<file path="src/rtl/audio_pkg.sv">
// Shared audio definitions: feeder state encoding and the saturating gain shift
// used by the feeder and the upcoming voice/mixer stages.
package audio_pkg;

    localparam int CLK_DIV_DEFAULT = 1042;
    localparam int SAT_W           = 128;

    typedef enum logic [0:0] {IDLE, PEND} feeder_state_e;

    typedef struct packed {
        logic             sat;
        logic [SAT_W-1:0] val;
    } sat_res_t;

    // Callers sign-extend into 'in'; the result is clamped to a signed out_w-bit range.
    function automatic sat_res_t sat_shift(input logic signed [63:0] in,
                                           input int unsigned        sh,
                                           input int unsigned        out_w);
        logic signed [SAT_W-1:0] ext;
        logic signed [SAT_W-1:0] shifted;
        logic signed [SAT_W-1:0] hi;
        logic signed [SAT_W-1:0] lo;
        sat_res_t                r;
        ext     = SAT_W'(in);
        shifted = ext <<< sh;
        hi      = (128'sd1 <<< (out_w - 1)) - 128'sd1;
        lo      = -hi - 128'sd1;
        r.sat   = (shifted > hi) || (shifted < lo);
        if (shifted > hi)
            r.val = hi;
        else if (shifted < lo)
            r.val = lo;
        else
            r.val = shifted;
        return r;
    endfunction

endpackage

</file>
<file path="src/rtl/sample_rate_tick.sv">
// Free-running divider: one-cycle tick every CLK_DIV clocks, first tick CLK_DIV cycles after reset.
module sample_rate_tick
    import audio_pkg::*;
#(
    parameter int CLK_DIV = CLK_DIV_DEFAULT
) (
    input  logic clock,
    input  logic reset,
    output logic tick
);

    localparam int CW = $clog2(CLK_DIV);

    logic [CW-1:0] cnt_q;

    assign tick = (cnt_q == CW'(CLK_DIV - 1));

    always_ff @(posedge clock or negedge reset) begin
        if (!reset)
            cnt_q <= '0;
        else if (tick)
            cnt_q <= '0;
        else
            cnt_q <= cnt_q + 1'b1;
    end

endmodule

</file>
<file path="src/rtl/audio_sample_feeder.sv">
// Samples the mixer output at the codec rate, applies gain/mute with saturation and
// hands identical L/R samples to the codec FIFO; tracks clipping and dropped samples.
module audio_sample_feeder
    import audio_pkg::*;
#(
    parameter int CLK_DIV = CLK_DIV_DEFAULT,
    parameter int IN_W    = 32,
    parameter int OUT_W   = 32,
    parameter int GAIN_W  = 3,
    parameter int OVR_W   = 16
) (
    input  logic              clock,
    input  logic              reset,
    input  logic [IN_W-1:0]   mix_in,
    input  logic [GAIN_W-1:0] gain,
    input  logic              mute,
    input  logic              audio_out_allowed,
    output logic              write_audio_out,
    output logic [OUT_W-1:0]  left_channel_audio_out,
    output logic [OUT_W-1:0]  right_channel_audio_out,
    input  logic              clip_clear,
    output logic              clip,
    output logic [OVR_W-1:0]  overrun_count
);

    logic          tick;
    feeder_state_e state_q, state_d;
    logic          capture;
    logic          overrun;
    logic [OUT_W-1:0] sample_q;
    logic [OUT_W-1:0] cap_val;
    logic          cap_clip;
    logic          clip_q;
    logic [OVR_W-1:0] ovr_q;
    sat_res_t      res;
    logic          unused_hi;

    sample_rate_tick #(.CLK_DIV(CLK_DIV)) u_tick (
        .clock (clock),
        .reset (reset),
        .tick  (tick)
    );

    assign res       = sat_shift(64'(signed'(mix_in)), 32'(gain), 32'(OUT_W));
    assign unused_hi = ^res.val[SAT_W-1:OUT_W];
    assign cap_val   = mute ? '0 : res.val[OUT_W-1:0];
    assign cap_clip  = !mute && res.sat;

    always_comb begin
        state_d         = state_q;
        capture         = 1'b0;
        overrun         = 1'b0;
        write_audio_out = 1'b0;
        case (state_q)
            IDLE: begin
                if (tick) begin
                    capture = 1'b1;
                    state_d = PEND;
                end
            end
            PEND: begin
                // The held sample goes out this cycle even if a new one is captured at the edge.
                write_audio_out = audio_out_allowed;
                if (tick) begin
                    capture = 1'b1;
                    overrun = !audio_out_allowed;
                end else if (audio_out_allowed) begin
                    state_d = IDLE;
                end
            end
            default: state_d = IDLE;
        endcase
    end

    always_ff @(posedge clock or negedge reset) begin
        if (!reset) begin
            state_q  <= IDLE;
            sample_q <= '0;
            clip_q   <= 1'b0;
            ovr_q    <= '0;
        end else begin
            state_q <= state_d;
            if (capture)
                sample_q <= cap_val;
            if (capture && cap_clip)
                clip_q <= 1'b1;
            else if (clip_clear)
                clip_q <= 1'b0;
            if (overrun && (ovr_q != '1))
                ovr_q <= ovr_q + 1'b1;
        end
    end

    assign left_channel_audio_out  = sample_q;
    assign right_channel_audio_out = sample_q;
    assign clip                    = clip_q;
    assign overrun_count           = ovr_q;

endmodule
</file>
<file path="config.mk">
export PLATFORM = sky130hd
export DESIGN_NAME = audio_sample_feeder
export DESIGN_NICKNAME = d
export VERILOG_FILES = /design/src/rtl/audio_pkg.sv /design/src/rtl/sample_rate_tick.sv /design/src/rtl/audio_sample_feeder.sv
export SDC_FILE = /design/constraint.sdc
export NUM_CORES = 1
export LEC_CHECK = 0
export CORE_MARGIN = 1
export CORE_UTILIZATION = 40
export CTS_BUF_LIST = sky130_fd_sc_hd__clkbuf_2 sky130_fd_sc_hd__clkbuf_4 sky130_fd_sc_hd__clkbuf_8
export DETAILED_ROUTE_END_ITERATION = 10
export DONT_BUFFER_PORTS = 1
export SYNTH_ARGS = -nofsm -noshare
export SYNTH_HDL_FRONTEND = slang
export SYNTH_HIERARCHICAL = 1
export SYNTH_SLANG_ARGS = --single-unit
</file>
<file path="constraint.sdc">
create_clock -name clock -period 2.3 [get_ports clock]
set_input_delay 0.23 -clock clock [delete_from_list [all_inputs] [get_ports clock]]
set_output_delay 0.23 -clock clock [all_outputs]
set_load 0.02 [all_outputs]
</file>
Word level (Yosys, flattened, before mapping)
Index checks and enable logic that the tools add are counted.

storage, ports and cells
  register bits = 61
  bits in latches = 0
  bits in writable memories = 0
  bits in read-only memories = 0
  bits of input ports = 40
  output and inout bits = 82
  word-level logic and storage cells = 33
  memories = 0

cells by class
  add/sub/neg operators = 2
  multipliers = 0
  div/mod/pow operators = 0
  magnitude comparators = 2
  eq/ne operators = 2
  shift-type cells = 1
  mux-type cells = 13
  bitwise operators = 1
  reductions and logical operators = 7

operators with widths
  cell                     count
  $gt A128 B32 Y1 const B  1
  $lt A128 B32 Y1 const B  1
  $sshl A32 B3 Y128        1
  $mux W32                 3
  $add A16 B1 Y16 const B  1
  $ne A16 B16 Y1 const B   1
  $add A11 B1 Y11 const B  1
  $eq A11 B11 Y1 const B   1
  $mux W11                 1
  $mux W1                  8
  $logic_and A1 B1 Y1      3
  $logic_not A1 Y1         2
  $pmux W1 S2              1
  $reduce_bool A2 Y1       1
  $logic_or A1 B1 Y1       1
  $not A1 Y1               1

Logic depth before layout (Yosys ltp)
Gate-level depths: netlist of the first run.

  word-level depth = 6
  mapped depth = 10
  gate-level depth less buffers = 7

Hierarchy
The synthesis of the first run kept the hierarchy.

modules (own cells, without submodules)
  module               instances  cells each  area each (um^2)  seq. area each (um^2)
  audio_sample_feeder  1          407         3844.9            1251.2
  sample_rate_tick     1          48          523.0             275.3

Worst setup path after synthesis of the first run
No wires, ideal clock.

  path kind = register -> register
  from = register u_tick.cnt_q[6]
  to = register ovr_q[10] (netlist: overrun_count[10])
  setup time = 0.129 ns
  arrival time = 2.159 ns
  required time = 2.171 ns
  slack = 0.012 ns
  cell stages (with the launch flop) = 9
  buffers on the path = 2
  clock period less this slack = 2.288 ns
  cells stage by stage = dfrtp_1 > nor4b_1 > and4_1 > buf_2 > clkbuf_1 > nand3_1 > nor4_2 > nand4_1 > xnor2_1

between the ends
  longest elaborated chain between the ends = 4

ends and longest elaborated chain
  element                 RTL line                   text
  from (decl)             sample_rate_tick.sv:14     logic [CW-1:0] cnt_q;
  from (signal assigned)  sample_rate_tick.sv:24     cnt_q <= cnt_q + 1'b1;
  $eq A11 B11 Y1          sample_rate_tick.sv:16     assign tick = (cnt_q == CW'(CLK_DIV - 1));
  $mux W1                 audio_sample_feeder.sv:64  if (tick) begin
  $mux W1                 audio_sample_feeder.sv:54  case (state_q)
  $logic_and A1 B1 Y1     audio_sample_feeder.sv:89  if (overrun && (ovr_q != '1))
  to (signal assigned)    audio_sample_feeder.sv:90  ovr_q <= ovr_q + 1'b1;
  to (decl)               audio_sample_feeder.sv:34  logic [OVR_W-1:0] ovr_q;

No other way between the ends.
A chain may end at the register's enable or synchronous reset.

Worst setup path after layout of the first run
  from = register ovr_q[0] (netlist: overrun_count[0])
  to = register ovr_q[13] (netlist: overrun_count[13])

between the ends
  longest elaborated chain between the ends = 2
  elaborated cells between the ends (all ways) = 3
  classes of those cells = add/sub: 1; eq/ne: 1; reduce/logical: 1

ends and longest elaborated chain
  element
  parallel branches: the longest is 2 deep, another holds $add A16 B1 Y16

Several ways; the timed one is not identified.

==> impl_metrics.tcl, run 1 <==
set metrics [dict create \
    result_of_the_run "complete, no violations" \
    htree_levels 3 \
    synth.cells.most_frequent "61 x dfrtp_1, 39 x inv_1, 37 x buf_4, 37 x nor2_1, 36 x nand2_1" \
    routed-wl-met2_mm 4.968 \
    grt_antenna_before_repair 0 \
    max_cap_violation_count 0 \
    fmaxAchievable_mhz 490.9 \
    finalSetupViolCount 0 \
    firstDrtPassIters 6 \
    clk_transition_reported_paths_ps 80 \
    post-route-period-util 0.8858 \
    tritoncts "built" \
    routedWlPerCell_um 17.97 \
    num_vias 3092 \
    fin_tns_setup_ps 0 \
    yosysTopAreaCellShare 0.3495 \
    worstSkewPairLatency_ps 360 \
    timing_max_transition_violations_final 0 \
    hpwl_mm 7.227 \
    layout.filler_cells 1072 \
    core_area_mm2 0.01046 \
    synth.ff_latch_count 61 \
    hold_path_class "in -> reg" \
    worst_setup_path_end_kind "register" \
    diodes 0 \
    globalRouteTotalUtil 0.1866 \
    finalWirelength_mm 9.974 \
    tritoncts_num_sinks 61 \
    cellLeakagePower_uw 0.001954 \
    worstPathMaxFanout 5 \
    drt-vias-per-instance 5.571 \
    grt_pass1_vias 3159 \
    floorplan.die.width_um 106.5 \
    report.final.hold_viol_count 0 \
    number_of_cts_inserted_buffers 9 \
    globalplace.congestion 0.8118 \
    grt_first_pass_wirelength_mm 16.48 \
    yosys.cell_types.count 59 \
    met1Wirelength_mm 4.203 \
    initial_core_util 0.4175 \
    die_outline_area_mm2 0.01134 \
    detail_route.iter0.violations 186 \
    finish.net_count 457 \
    drt_drc_violations_left 0 \
    clock-skew-final_ps 13.84 \
    gr_overflow_total 0 \
    final_layout_size_suffix_gt1_frac 0.2029 \
    async_reset_ff_frac 1.000 \
    worstMarginPinSlew_ps 516.1 \
    synth-edff-count 0 \
    maximum_number_of_pins_on_one_net_before_global_route_repair 62 \
    synth_nets 498 \
    clockRootBuffer "clkbuf_8" \
    top_signal_layer_used "met4" \
    row_cnt 37 \
    postLayoutCellArea_mm2 0.004403 \
    cp-start-kind "register" \
    worst-endpoint-arrival_ps 2280 \
    syn_avg_cell_area_um2 9.600 \
    power_density_mw_per_mm2 532.0 \
    worstSetupPathType "reg -> reg" \
    clockBufferDepth 2 \
    io_buffers 0 \
    max-vdd-ir-drop_v 0.0001923 \
    seq_area_frac_synth 0.3495 \
    dominantRegCellSynth "dfrtp_1" \
    mappedNetlistArea_mm2 0.004368 \
    number_of_warnings_reported_in_the_yosys_synthesis_log 6 \
    most_used_standard_cell_by_instance_count_after_synthesis "dfrtp_1" \
    die_height_um 106.5 \
    top_cells_by_area_in_the_synthesized_netlist "dfrtp_1 35%, mux2i_1 6.4%, buf_4 6.4%, o22ai_2 5.2%, mux4_2 3.6%" \
    yosys.area.top_type "dfrtp_1" \
    crit_required_ps 2540 \
    syn_inst 455 \
    unrepaired_setup_endpoints_after_global_routing "no" \
    fin_util 0.4208 \
    ios 122 \
    ant_nets 0 \
    dr_wl_met3_um 655 \
    maxSlewHeadroom 0.6560 \
    area_growth_syn_to_layout_pct 0.8020 \
    timing.final.crit_period_ps 2037 \
    postPlaceCellArea_mm2 0.004151 \
]
==> per-layer routing <==
metal / vias up / track usage
met2: 75 / 0.3080
met4: 0 / 0.06458
li1: 1486 / -
met3: 15 / 0.06009
met1: 1516 / 0.2285
met5: - / 0
==> kinds of logic after synthesis <==
| family | after synthesis | synth area share |
|---|---|---|
| compound gates | 96 | 0.1919 |
| xor+xnor | 23 | 0.04612 |
| fa+ha+maj | 3 | 0.008594 |
| buf+inv | 102 | 0.1361 |
| flops | 61 | 0.3495 |
| mux | 41 | 0.1166 |
| simple gates | 129 | 0.1512 |
==> stage by stage <==
stage	setup slack [ps]	hold WS (ps)	cells	total power, uW
floorplan	11.75	-65.59	455	1375
finish	262.7	38.09	555	2342
global route	53.22	41.69	555	2439
global placement	209.8	-62.01	537	1363
detailed placement	151.2	-61.31	537	1365
CTS	144.0	30.16	555	2366
==> power breakdown <==
part	switching (uW)	internal [uW]
sequential	0	1070
combinational	161	138
clock	468	503
total	629	1710
==> area by class of cell <==
type | count | area [um2] | area share
multi-input combinational | 292 | 2265 | 0.5144
sequential | 61 | 1526 | 0.3467
tap | 136 | 170.2 | 0.03865
inverter | 41 | 153.9 | 0.03495
clock buffer | 9 | 123.9 | 0.02813
timing repair buffer | 9 | 90.09 | 0.02046
clock inverter | 7 | 73.82 | 0.01677
==> cells in the final DEF, fill, tap and decap left out, types with 8 or more instances in the layout <==
master and instances:
inv_1 39, o22ai_2 18, o221ai_1 9, dfrtp_1 61
nand2_1 36, xnor2_1 16, mux2i_1 28, nand3_1 13
clkbuf_8 9, a211oi_1 8, a211oi_2 12, a21oi_1 16
nor2_1 36
==> path summary, 6_finish.rpt <==
| check | startpoint | endpoint | slack (ps) | cells after the start |
|---|---|---|---|---|
| setup reg to reg | overrun_count[0]$_DFFE_PN0P_ | overrun_count[13]$_DFFE_PN0P_ | 260 | 7 |
| min in group asynchronous | reset | u_tick/cnt_q[5]$_DFF_PN0_ | 430 | 2 |
| max in group asynchronous | reset | left_channel_audio_out[19]$_DFFE_PN0P_ | 1620 | 2 |
| hold reg to reg | u_tick/cnt_q[0]$_DFF_PN0_ | u_tick/cnt_q[0]$_DFF_PN0_ | 520 | 1 |
| hold / removal | mix_in[31] | left_channel_audio_out[31]$_DFFE_PN0P_ | 40 | 2 |
| setup / recovery | overrun_count[0]$_DFFE_PN0P_ | overrun_count[13]$_DFFE_PN0P_ | 260 | 7 |
==> critical path, stage by stage, from the launching register on <==
cell	delay, ps
dfrtp_1	500
ha_1	290
nand2_1	130
nor2_1	70
and4_4	220
nor4_4	410
nand4_1	170
xnor2_1	150
==> state kept, by name (all words and copies together), names as in the netlist <==
| name | count |
|---|---|
| u_tick/cnt_q | 11 |
| overrun_count | 16 |
| clip | 1 |
| state_q | 1 |
| left_channel_audio_out | 32 |
==> timing repair <==
action / 4_1_cts / 5_1_grt
gates resized for setup: 0 / 3
setup buffers: 0 / 0
endpoints found under the setup margin: 0 / 9
hold endpoints to repair: 61 / 0
hold buffers: 2 / 0
Note: power is estimated with default switching activity, not from simulation.
==> inputs of run 2 (changes only) <==
Settings changed: CTS_BUF_LIST sky130_fd_sc_hd__clkbuf_2 sky130_fd_sc_hd__clkbuf_4 sky130_fd_sc_hd__clkbuf_8 to sky130_fd_sc_hd__clkbuf_16.
Clock period 2.3 ns to 1.95 ns, I/O delays scaled along.
==> run 2 against run 1 <==
Compared with the run above:
- cell count up 4.0%
- combinational power rose by 23%
- clock skew down 5.7 ps
- worst setup slack worse by 160 ps
- sequential share of layout area shrank 2.2 points
- critical path depth stayed put
- sequential power is 19% higher
- die area unchanged
- non-clock buffer count grew 22
- clock-buffer cell count is the same
- worst hold slack worse by 7.1 ps
- largest cell class unchanged
==> impl_metrics.tcl, run 2 (synthesis results as in run 1) <==
set metrics [dict create \
    result_of_the_run "complete, no violations" \
    final_layout_size_suffix_gt1_frac 0.2517 \
    cp-start-kind "register" \
    place.detailed.instances 555 \
    finalWirelength_mm 9.705 \
    ios 122 \
    grt_antenna_before_repair 0 \
    unrepaired_setup_endpoints_after_global_routing "yes" \
    postPlaceCellArea_mm2 0.004345 \
    ant_nets 0 \
    worst_setup_path_end_kind "register" \
    maxSlewHeadroom 0.6865 \
    detail_route.iter0.violations 156 \
    final_worst_hold_slack_ps 30.96 \
    gr_overflow_total 0 \
    clock-skew-final_ps 8.129 \
    timing_max_transition_violations_final 0 \
    report.final.hold_viol_count 0 \
    tritoncts_num_sinks 61 \
    die_outline_area_mm2 0.01134 \
    num_vias 3160 \
    slowest_stage_cell_on_the_critical_path "dfrtp_1" \
    drt_drc_violations_left 0 \
    postLayoutCellArea_mm2 0.004697 \
    worstSkewPairLatency_ps 330 \
    hold_path_class "in -> reg" \
    max_cap_violation_count 0 \
    max_stage_delay_ps 370 \
    area_growth_syn_to_layout_pct 7.534 \
    die_height_um 106.5 \
    maximum_number_of_pins_on_one_net_before_global_route_repair 62 \
    fin_util 0.4489 \
    routedWlPerCell_um 16.82 \
    number_of_cts_inserted_buffers 9 \
    globalplace.congestion 0.8156 \
    io_buffers 0 \
    clockBufferDepth 2 \
    diodes 0 \
    hpwl_mm 7.200 \
    worstMarginPinSlew_ps 470.2 \
    finalSetupViolCount 0 \
    layout.cells.non_filler 577 \
    grt_pass1_vias 3111 \
    drt-vias-per-instance 5.477 \
    timing.final.crit_period_ps 1844 \
    clockRootBuffer "clkbuf_16" \
    row_cnt 37 \
    cp_cell_sequence "ha_1, nand2_1, nor2_1, and4_4, nor4_4, nand4_1, xnor2_1" \
    clk_transition_reported_paths_ps 50 \
    worstPathMaxFanout 4 \
    tritoncts "built" \
    cellLeakagePower_uw 0.002115 \
    crit_required_ps 2150 \
    firstDrtPassIters 4 \
    max-vdd-ir-drop_v 0.0005877 \
    most_frequent_cells_in_the_layout "61 x dfrtp_1, 39 x inv_1, 36 x nand2_1, 36 x nor2_1, 28 x mux2i_1" \
    finish.net_count 479 \
    post-route-period-util 0.9456 \
    floorplan.die.width_um 106.5 \
    worstSetupPathType "reg -> reg" \
    initial_core_util 0.4175 \
    worst-endpoint-arrival_ps 2050 \
    grt_first_pass_wirelength_mm 16.01 \
    largest_register_ff_count 32 \
    core_area_mm2 0.01046 \
    power_density_mw_per_mm2 648.2 \
    htree_levels 3 \
    commonest_non_fill_non_tap_cell_in_the_layout "dfrtp_1" \
    fmaxAchievable_mhz 542.3 \
    globalRouteTotalUtil 0.1806 \
]
## run 2: worst paths after layout
path | from | endpoint | slack (ps) | cells past startpoint
min reg2reg | u_tick/cnt_q[0]$_DFF_PN0_ | u_tick/cnt_q[0]$_DFF_PN0_ | 510 | 1
max | overrun_count[0]$_DFFE_PN0P_ | overrun_count[10]$_DFFE_PN0P_ | 110 | 7
min | mix_in[31] | left_channel_audio_out[31]$_DFFE_PN0P_ | 30 | 2
max in group asynchronous | reset | left_channel_audio_out[10]$_DFFE_PN0P_ | 1280 | 2
min in group asynchronous | reset | overrun_count[10]$_DFFE_PN0P_ | 410 | 2
max reg2reg | overrun_count[0]$_DFFE_PN0P_ | overrun_count[10]$_DFFE_PN0P_ | 110 | 7
## run 2: power by group
group / switching, uW / internal (uW) / total (uW)
registers: 0 / 1270 / 1270
clock network: 562 / 847 / 1410
logic: 199 / 169 / 368
## run 2: worst max-delay path, delay by kind of cell (launching register included)
family / cells / cell delay, ps
adder cells (fa/ha/maj): 1 / 230
XOR/XNOR: 1 / 160
flip-flops: 1 / 370
AND/OR/NAND/NOR: 5 / 960
## run 2: cell type report
class,count,area (um2)
Clock buffer,9,225.2
Clock inverter,7,42.54
Fill cell,1046,5766
Inverter,41,153.9
Multi-Input combinational cell,292,2298
Sequential cell,61,1526
Tap cell,136,170.2
Timing Repair Buffer,31,280.3
## run 2: timing repair
action | CTS | global route
pin swaps | 0 | 6
endpoints found under the hold margin | 61 | 0
setup endpoints to repair | 1 | 10
gates cloned | 0 | 0
setup buffers | 0 | 4
hold buffers | 2 | 0
resized for setup | 1 | 4
## run 2: routing by layer
layer	share of wire	global-route usage	vias up
li1	-	-	1525
met1	0.44	0.2304	1532
met2	0.45	0.2806	95
met3	0.091	0.07112	8
met4	0.012	0.05577	0
met5	0	0	-
## run 2: per-stage QoR
| stage | TNS (ps) | total power (uW) | worst slack (ps) |
|---|---|---|---|
| after floorplan | 0 | 1623 | 7.244 |
| after global placement | 0 | 1622 | 34.02 |
| after detailed placement | 0 | 1623 | 18.23 |
| after CTS | 0 | 3085 | 34.64 |
| after global routing | -128.2 | 3179 | -85.75 |
| final | 0 | 3045 | 106.0 |
